### src/rtl/mem_arbiter.sv
// Arbitrates fetch and data ports onto a 16-bit memory, split into one or two beats.
// Grant to ack: 3 cycles (32-bit) or 2 (16-bit); requesters hold until their ack, one transaction in flight.
module mem_arbiter (
  input  logic        clk,
  input  logic        reset,
  input  logic        if_req,
  input  logic [19:0] if_addr,
  output logic [31:0] if_rdata,
  output logic        if_ack,
  input  logic        d_req,
  input  logic        d_we,
  input  logic        d_size,
  input  logic [19:0] d_addr,
  input  logic [31:0] d_wdata,
  output logic [31:0] d_rdata,
  output logic        d_ack,
  output logic [19:0] mem_addr,
  output logic [15:0] mem_wdata,
  input  logic [15:0] mem_rdata,
  output logic        mem_we,
  output logic        mem_re
);

  typedef enum logic [1:0] {IDLE, BEAT0, BEAT1, DONE} state_t;

  state_t      state_q, state_d;
  logic [19:0] addr_q, addr_d;
  logic [31:0] wdata_q, wdata_d;
  logic        we_q, we_d;
  logic        size_q, size_d;
  logic        own_q, own_d;
  logic [1:0]  starve_q, starve_d;
  logic [15:0] lo_q, lo_d;
  logic [31:0] if_rdata_q, if_rdata_d;
  logic [31:0] d_rdata_q, d_rdata_d;
  logic        data_win;

  // Data normally wins; a twice-passed-over fetch gets the next slot.
  assign data_win = d_req && !((starve_q == 2'd2) && if_req);

  always_comb begin
    state_d    = state_q;
    addr_d     = addr_q;
    wdata_d    = wdata_q;
    we_d       = we_q;
    size_d     = size_q;
    own_d      = own_q;
    starve_d   = starve_q;
    lo_d       = lo_q;
    if_rdata_d = if_rdata_q;
    d_rdata_d  = d_rdata_q;
    mem_addr   = 20'h0;
    mem_wdata  = 16'h0;
    mem_we     = 1'b0;
    mem_re     = 1'b0;
    if_ack     = 1'b0;
    d_ack      = 1'b0;
    case (state_q)
      IDLE: begin
        if (data_win) begin
          state_d  = BEAT0;
          addr_d   = d_addr;
          wdata_d  = d_wdata;
          we_d     = d_we;
          size_d   = d_size;
          own_d    = 1'b1;
          if (if_req && (starve_q != 2'd2)) starve_d = starve_q + 2'd1;
        end else if (if_req) begin
          state_d  = BEAT0;
          addr_d   = if_addr;
          wdata_d  = 32'h0;
          we_d     = 1'b0;
          size_d   = 1'b1;
          own_d    = 1'b0;
          starve_d = 2'd0;
        end
      end
      BEAT0: begin
        mem_addr  = addr_q;
        mem_we    = we_q;
        mem_re    = !we_q;
        mem_wdata = we_q ? wdata_q[15:0] : 16'h0;
        if (!we_q) lo_d = mem_rdata;
        if (size_q) begin
          state_d = BEAT1;
        end else begin
          state_d = DONE;
          if (!we_q && own_q) d_rdata_d = {16'h0, mem_rdata};
        end
      end
      BEAT1: begin
        mem_addr  = addr_q + 20'd1;
        mem_we    = we_q;
        mem_re    = !we_q;
        mem_wdata = we_q ? wdata_q[31:16] : 16'h0;
        state_d   = DONE;
        if (!we_q) begin
          if (own_q) d_rdata_d  = {mem_rdata, lo_q};
          else       if_rdata_d = {mem_rdata, lo_q};
        end
      end
      DONE: begin
        if_ack  = !own_q;
        d_ack   = own_q;
        state_d = IDLE;
      end
      default: state_d = IDLE;
    endcase
  end

  always_ff @(posedge clk or posedge reset) begin
    if (reset) begin
      state_q    <= IDLE;
      addr_q     <= 20'h0;
      wdata_q    <= 32'h0;
      we_q       <= 1'b0;
      size_q     <= 1'b0;
      own_q      <= 1'b0;
      starve_q   <= 2'd0;
      lo_q       <= 16'h0;
      if_rdata_q <= 32'h0;
      d_rdata_q  <= 32'h0;
    end else begin
      state_q    <= state_d;
      addr_q     <= addr_d;
      wdata_q    <= wdata_d;
      we_q       <= we_d;
      size_q     <= size_d;
      own_q      <= own_d;
      starve_q   <= starve_d;
      lo_q       <= lo_d;
      if_rdata_q <= if_rdata_d;
      d_rdata_q  <= d_rdata_d;
    end
  end

  assign if_rdata = if_rdata_q;
  assign d_rdata  = d_rdata_q;

endmodule

### config.mk
export PLATFORM = sky130hd
export DESIGN_NAME = mem_arbiter
export DESIGN_NICKNAME = d
export VERILOG_FILES = /design/src/rtl/mem_arbiter.sv
export SDC_FILE = /design/constraint.sdc
export NUM_CORES = 1
export LEC_CHECK = 0
export ABC_AREA = 0
export CAP_MARGIN = 15
export CELL_PAD_IN_SITES_DETAIL_PLACEMENT = 1
export CELL_PAD_IN_SITES_GLOBAL_PLACEMENT = 2
export CORE_MARGIN = 8
export CORE_UTILIZATION = 29
export DETAILED_ROUTE_END_ITERATION = 7
export GPL_TIMING_DRIVEN = 0
export PLACE_DENSITY = 0.91
export SLEW_MARGIN = 10
export SYNTH_ARGS = -nofsm -noshare
export SYNTH_HDL_FRONTEND = slang
export SYNTH_SLANG_ARGS = --single-unit
### constraint.sdc
create_clock -name clk -period 6.6 [get_ports clk]
set_input_delay 1.32 -clock clk [delete_from_list [all_inputs] [get_ports clk]]
set_output_delay 1.32 -clock clk [all_outputs]
set_load 0.1 [all_outputs]
-- After elaboration in Yosys (flattened, before gate mapping)
Index checks and enable logic that the tools add are counted.
- add/subtract/negate cells: 2
- eq/ne operators: 11
- mux-type cells: 29
- bitwise gates (word level): 2
- reductions and logical operators: 16
- operators by type and width (cell ; number):
    $mux 32 ; 6
    $pmux 32 s2 ; 1
    $mux 20 ; 2
    $pmux 20 s2 ; 1
    $mux 16 ; 2
    $pmux 16 s2 ; 1
    $add 20x1->20 const B ; 1
    $mux 1 ; 10
    $mux 2 ; 5
    $ne 2x2->1 const B ; 5
    $pmux 2 s4 ; 1
    $eq 2x2->1 const B ; 3
    $reduce_and 3->1 ; 2
    $reduce_and 5->1 ; 1
    $logic_and 1x1->1 ; 4
    $reduce_and 2->1 ; 2
    $reduce_bool 2->1 ; 2
    $logic_not 1->1 ; 3
    $ne 3x3->1 const B ; 1
    $add 2x1->2 const B ; 1
    $eq 2x1->1 const B ; 1
    $logic_not 2->1 ; 1
    $ne 2x1->1 const B ; 1
    $not 1->1 ; 2
    $reduce_or 2->1 ; 1
- register bits: 139

-- Longest topological paths before layout
Gate-level depths: netlist (run 1).
- depth after elaboration: 6
- depth in mapped cells: 8
- depth with buffers taken out: 6

-- Least setup slack after synthesis (run 1)
Ideal clock, no wire load.
- path kind: register to output
- start point: register state_q[0]
- end point: output mem_addr[7]
- arrival: 3.717 ns
- slack: 1.563 ns
- stages on the path, launching flop included: 8
- path buffers: 2
- cells stage by stage: dfrtp_1 -> inv_1 -> ha_1 -> clkbuf_1 -> and2_0 -> clkbuf_1 -> nand4_1 -> o21ai_0
- cells in the longest elaborated chain, start to end: 2
- elaborated cells between the ends (all ways): 3
- ends and longest elaborated chain (item ; line ; text):
    start: declaration ; 26 ; state_t state_q, state_d;
    start signal: assignment ; 124 ; state_q <= state_d;
    $eq 2x2->1 or $eq 2x1->1 (tied branches) ; 58 ; case (state_q)
    $pmux 20 s2 (*) ; 58 ;
    end: declaration ; 17 ; output logic [19:0] mem_addr,
Every way passes the cells marked *; elsewhere a longest branch is shown, timed or not.

-- Worst setup path after layout (run 1)
- start point: register state_q[0]
- end point: output mem_addr[12]
Same word-level chain as after synthesis.

==> results of run 1 <==
area by class of cell:
class	count	area, um2	area share [%]
Clock buffer	18	439	4.64
Timing Repair Buffer	199	2000	21.2
Buffer	45	180	1.90
Inverter	9	41.3	0.436
Tap cell	285	357	3.77
Sequential cell	139	3480	36.7
Multi-Input combinational cell	410	2820	29.8
Clock inverter	14	150	1.59
kinds of logic (layout without fill, tap and decap cells):
family / count (synthesis) / count (layout) / synth area share (%)
buffers and inverters: 54 / 285 / 3.29
adders and majority gates: 7 / 7 / 1.35
AOI/OAI and AO/OA: 141 / 141 / 14.3
and+or+nand+nor: 175 / 175 / 13.3
DFF: 139 / 139 / 53.4
muxes: 87 / 87 / 14.3
registers in the layout (all words and copies together) (netlist names):
signal and count:
addr_q 20, d_rdata 32, if_rdata 32, lo_q 16
own_q 1, size_q 1, starve_q 2, state_q 2
wdata_q 32, we_q 1
cell usage after synthesis, drive strengths merged (2+ instances only):
| library cell | number | share of area [%] |
|---|---|---|
| mux2i | 37 | 5.7 |
| o21ai | 64 | 4.9 |
| inv | 9 | 0.52 |
| and3 | 5 | 0.48 |
| nand2 | 91 | 5.2 |
| buf | 9 | 0.67 |
| o211ai | 5 | 0.58 |
| a21oi | 7 | 0.54 |
| nand2b | 2 | 0.19 |
| nor2 | 6 | 0.35 |
| ha | 7 | 1.3 |
| or3 | 4 | 0.38 |
| or4 | 7 | 0.86 |
| a21o | 3 | 0.35 |
| a22oi | 17 | 2.0 |
| a31oi | 2 | 0.19 |
| dfrtp | 139 | 53 |
| nor2b | 26 | 2.5 |
| nand3 | 12 | 1.0 |
| nor3b | 3 | 0.35 |
| a22o | 34 | 4.6 |
| and2 | 10 | 0.96 |
| nand3b | 2 | 0.23 |
| nand4 | 5 | 0.48 |
| mux2 | 50 | 8.7 |
| o31ai | 2 | 0.23 |
| clkbuf | 36 | 2.1 |
per-stage QoR:
step / area (um2) / std cells / worst slack, ns
floorplan: 6510 / 603 / 1.56
CTS: 9460 / 1118 / 1.31
finish: 9470 / 1119 / 1.37
detailed placement: 8870 / 1086 / 1.79
global route: 9470 / 1119 / 1.09
global placement: 8840 / 1085 / -0.617
metal layers:
metal	track usage, %	up-vias
met1	20.2	2760
met3	4.49	19
met5	0	-
met2	27.4	121
met4	4.27	0
li1	-	2585
worst max-delay path, delay by kind of cell, from the launching register on:
family / cells / cell delay [ns]
buffers and inverters: 4 / 2.14
flip-flops: 1 / 0.44
AND/OR/NAND/NOR: 1 / 0.35
AO/OA/AOI/OAI: 2 / 0.34
adder cells (fa/ha/maj): 1 / 0.22
path summary, 6_finish.rpt:
check	from	to	slack (ns)	cells past startpoint
setup / recovery	state_q[0]	mem_addr[12]	1.37	8
hold / removal	d_rdata[5]	d_rdata[5]	0.48	2
setup reg to reg	state_q[0]	if_rdata[0]	4.06	6
hold reg to reg	d_rdata[5]	d_rdata[5]	0.48	2
max in group asynchronous	reset	addr_q[4]	4.55	3
min in group asynchronous	reset	if_rdata[17]	1.25	2
==> qor.yml, run 1 <==
critPathMaxFanout: 10
timing.final.max_slew_violations: 0
timing.final.crit_share_pct: 79.2
status: "finished clean"
critical_path_class: "flop to primary output"
synthToLayoutAreaGrowth_pct: 45.4
rows: 55
startpoint_type: "flop"
clock_path_buffers: 2
syn_avg_cell_area_um2: 10.8
netlist_instances: 603
drt_wl_total_mm: 22.0
cts.sinks: 139
antenna_left: 0
ctsResizeCount: 0
wl_met1_mm: 9.84
fin_nets: 922
setup_viol: 0
clkTransAtPathRegs_ns: 0.07
maxCapViolations: 0
critical_path.most_common_cell: "clkbuf_1"
yosysWarnings: 0
critical_path_required_ns: 5.28
final_cell_mix: "clkdlybuf4s50_1 (197), dfrtp_1 (139), nand2_1 (91)"
coreArea_mm2: 0.0224
die_area_mm2: 0.0275
grt_max_degree: 108
drt_first_iter_violations: 209
rsz0062_at_grt: "false"
fin_crit_ns: 5.23
hpwl_mm: 16.4
tightest_slew_ns: 1.04
hold_slack_ns: 0.479
synth_edf_count: 0
io_pins: 198
wire_per_inst_um: 19.6
clock_tree.htree_level_count: 4
grt_pass1_wl_mm: 35.5
yosysSeqAreaShare_pct: 53.4
relSlewSlack_pct: 30.2
drc: 0
die_w_um: 166
ys_seq_elements: 139
portBuffers: 197
cp.arrival_ns: 3.91
overflow: 0
dr.pass1.iters: 4
cts_inserted_buffers: 17
initial_utilization_pct: 29.1
syn_area_mm2: 0.00651
grt_pass1_vias: 5997
synth_fp_nets: 704
post_cts_buffers: 0
antenna_found_initial: 0
gp_congestion: 0.730
die_h_um: 166
crit_chain: "inv_1 > ha_1 > clkbuf_1 > and2_0 > clkbuf_1 > a21oi_1 > o21ai_0 > clkdlybuf4s50_1"
worst_path_largest_cell_delay_ns: 1.18
worst_skew_pair.late_latency_ns: 0.42
ys.flop_type: "dfrtp_1"
ctsHoldBuffers: 0
synth.distinct_cells: 43
skew_ns: 0.00951
crit_path_end_kind: "primary output"
fill_cells: 2473
cts-root-buf: "clkbuf_16"
min_path_type: "flop to flop"
groute.usage.overall_pct: 16.3
drive_gt1_share_pct: 11.4
tns_ns: 0
vias: 5485
clock.fmax_mhz: 191
layout_commonest_cell: "clkdlybuf4s50_1"
cts_tree: "done"
highest_layer: "met4"
dr_wl_met2_mm: 10.8
slowest_stage: "clkdlybuf4s50_1"
diodes: 0
routed-wl-met3_mm: 1.01
fin_util_pct: 42.3
viasPerCell: 4.90
async_flop_share_pct: 100
hold_viol: 0
Power of run 1 is left out: the tool's default activity adds up to more than one toggle a clock period on the data nets, which glitch-free logic cannot reach.
==> run 2, diff against run 1 <==
clock period = 5.35 ns   (was 6.6 ns; I/O delays follow)
==> results of run 2 <==
Same layout as run 1 (identical final DEF). Status: finished clean.
Among the figures that moved: setup slack after placement 1.79 ns -> 0.791 ns; setup slack after layout 1.37 ns -> 0.371 ns; register-to-register setup slack 4.06 ns -> 2.81 ns
Power of run 2 is left out for the same reason.
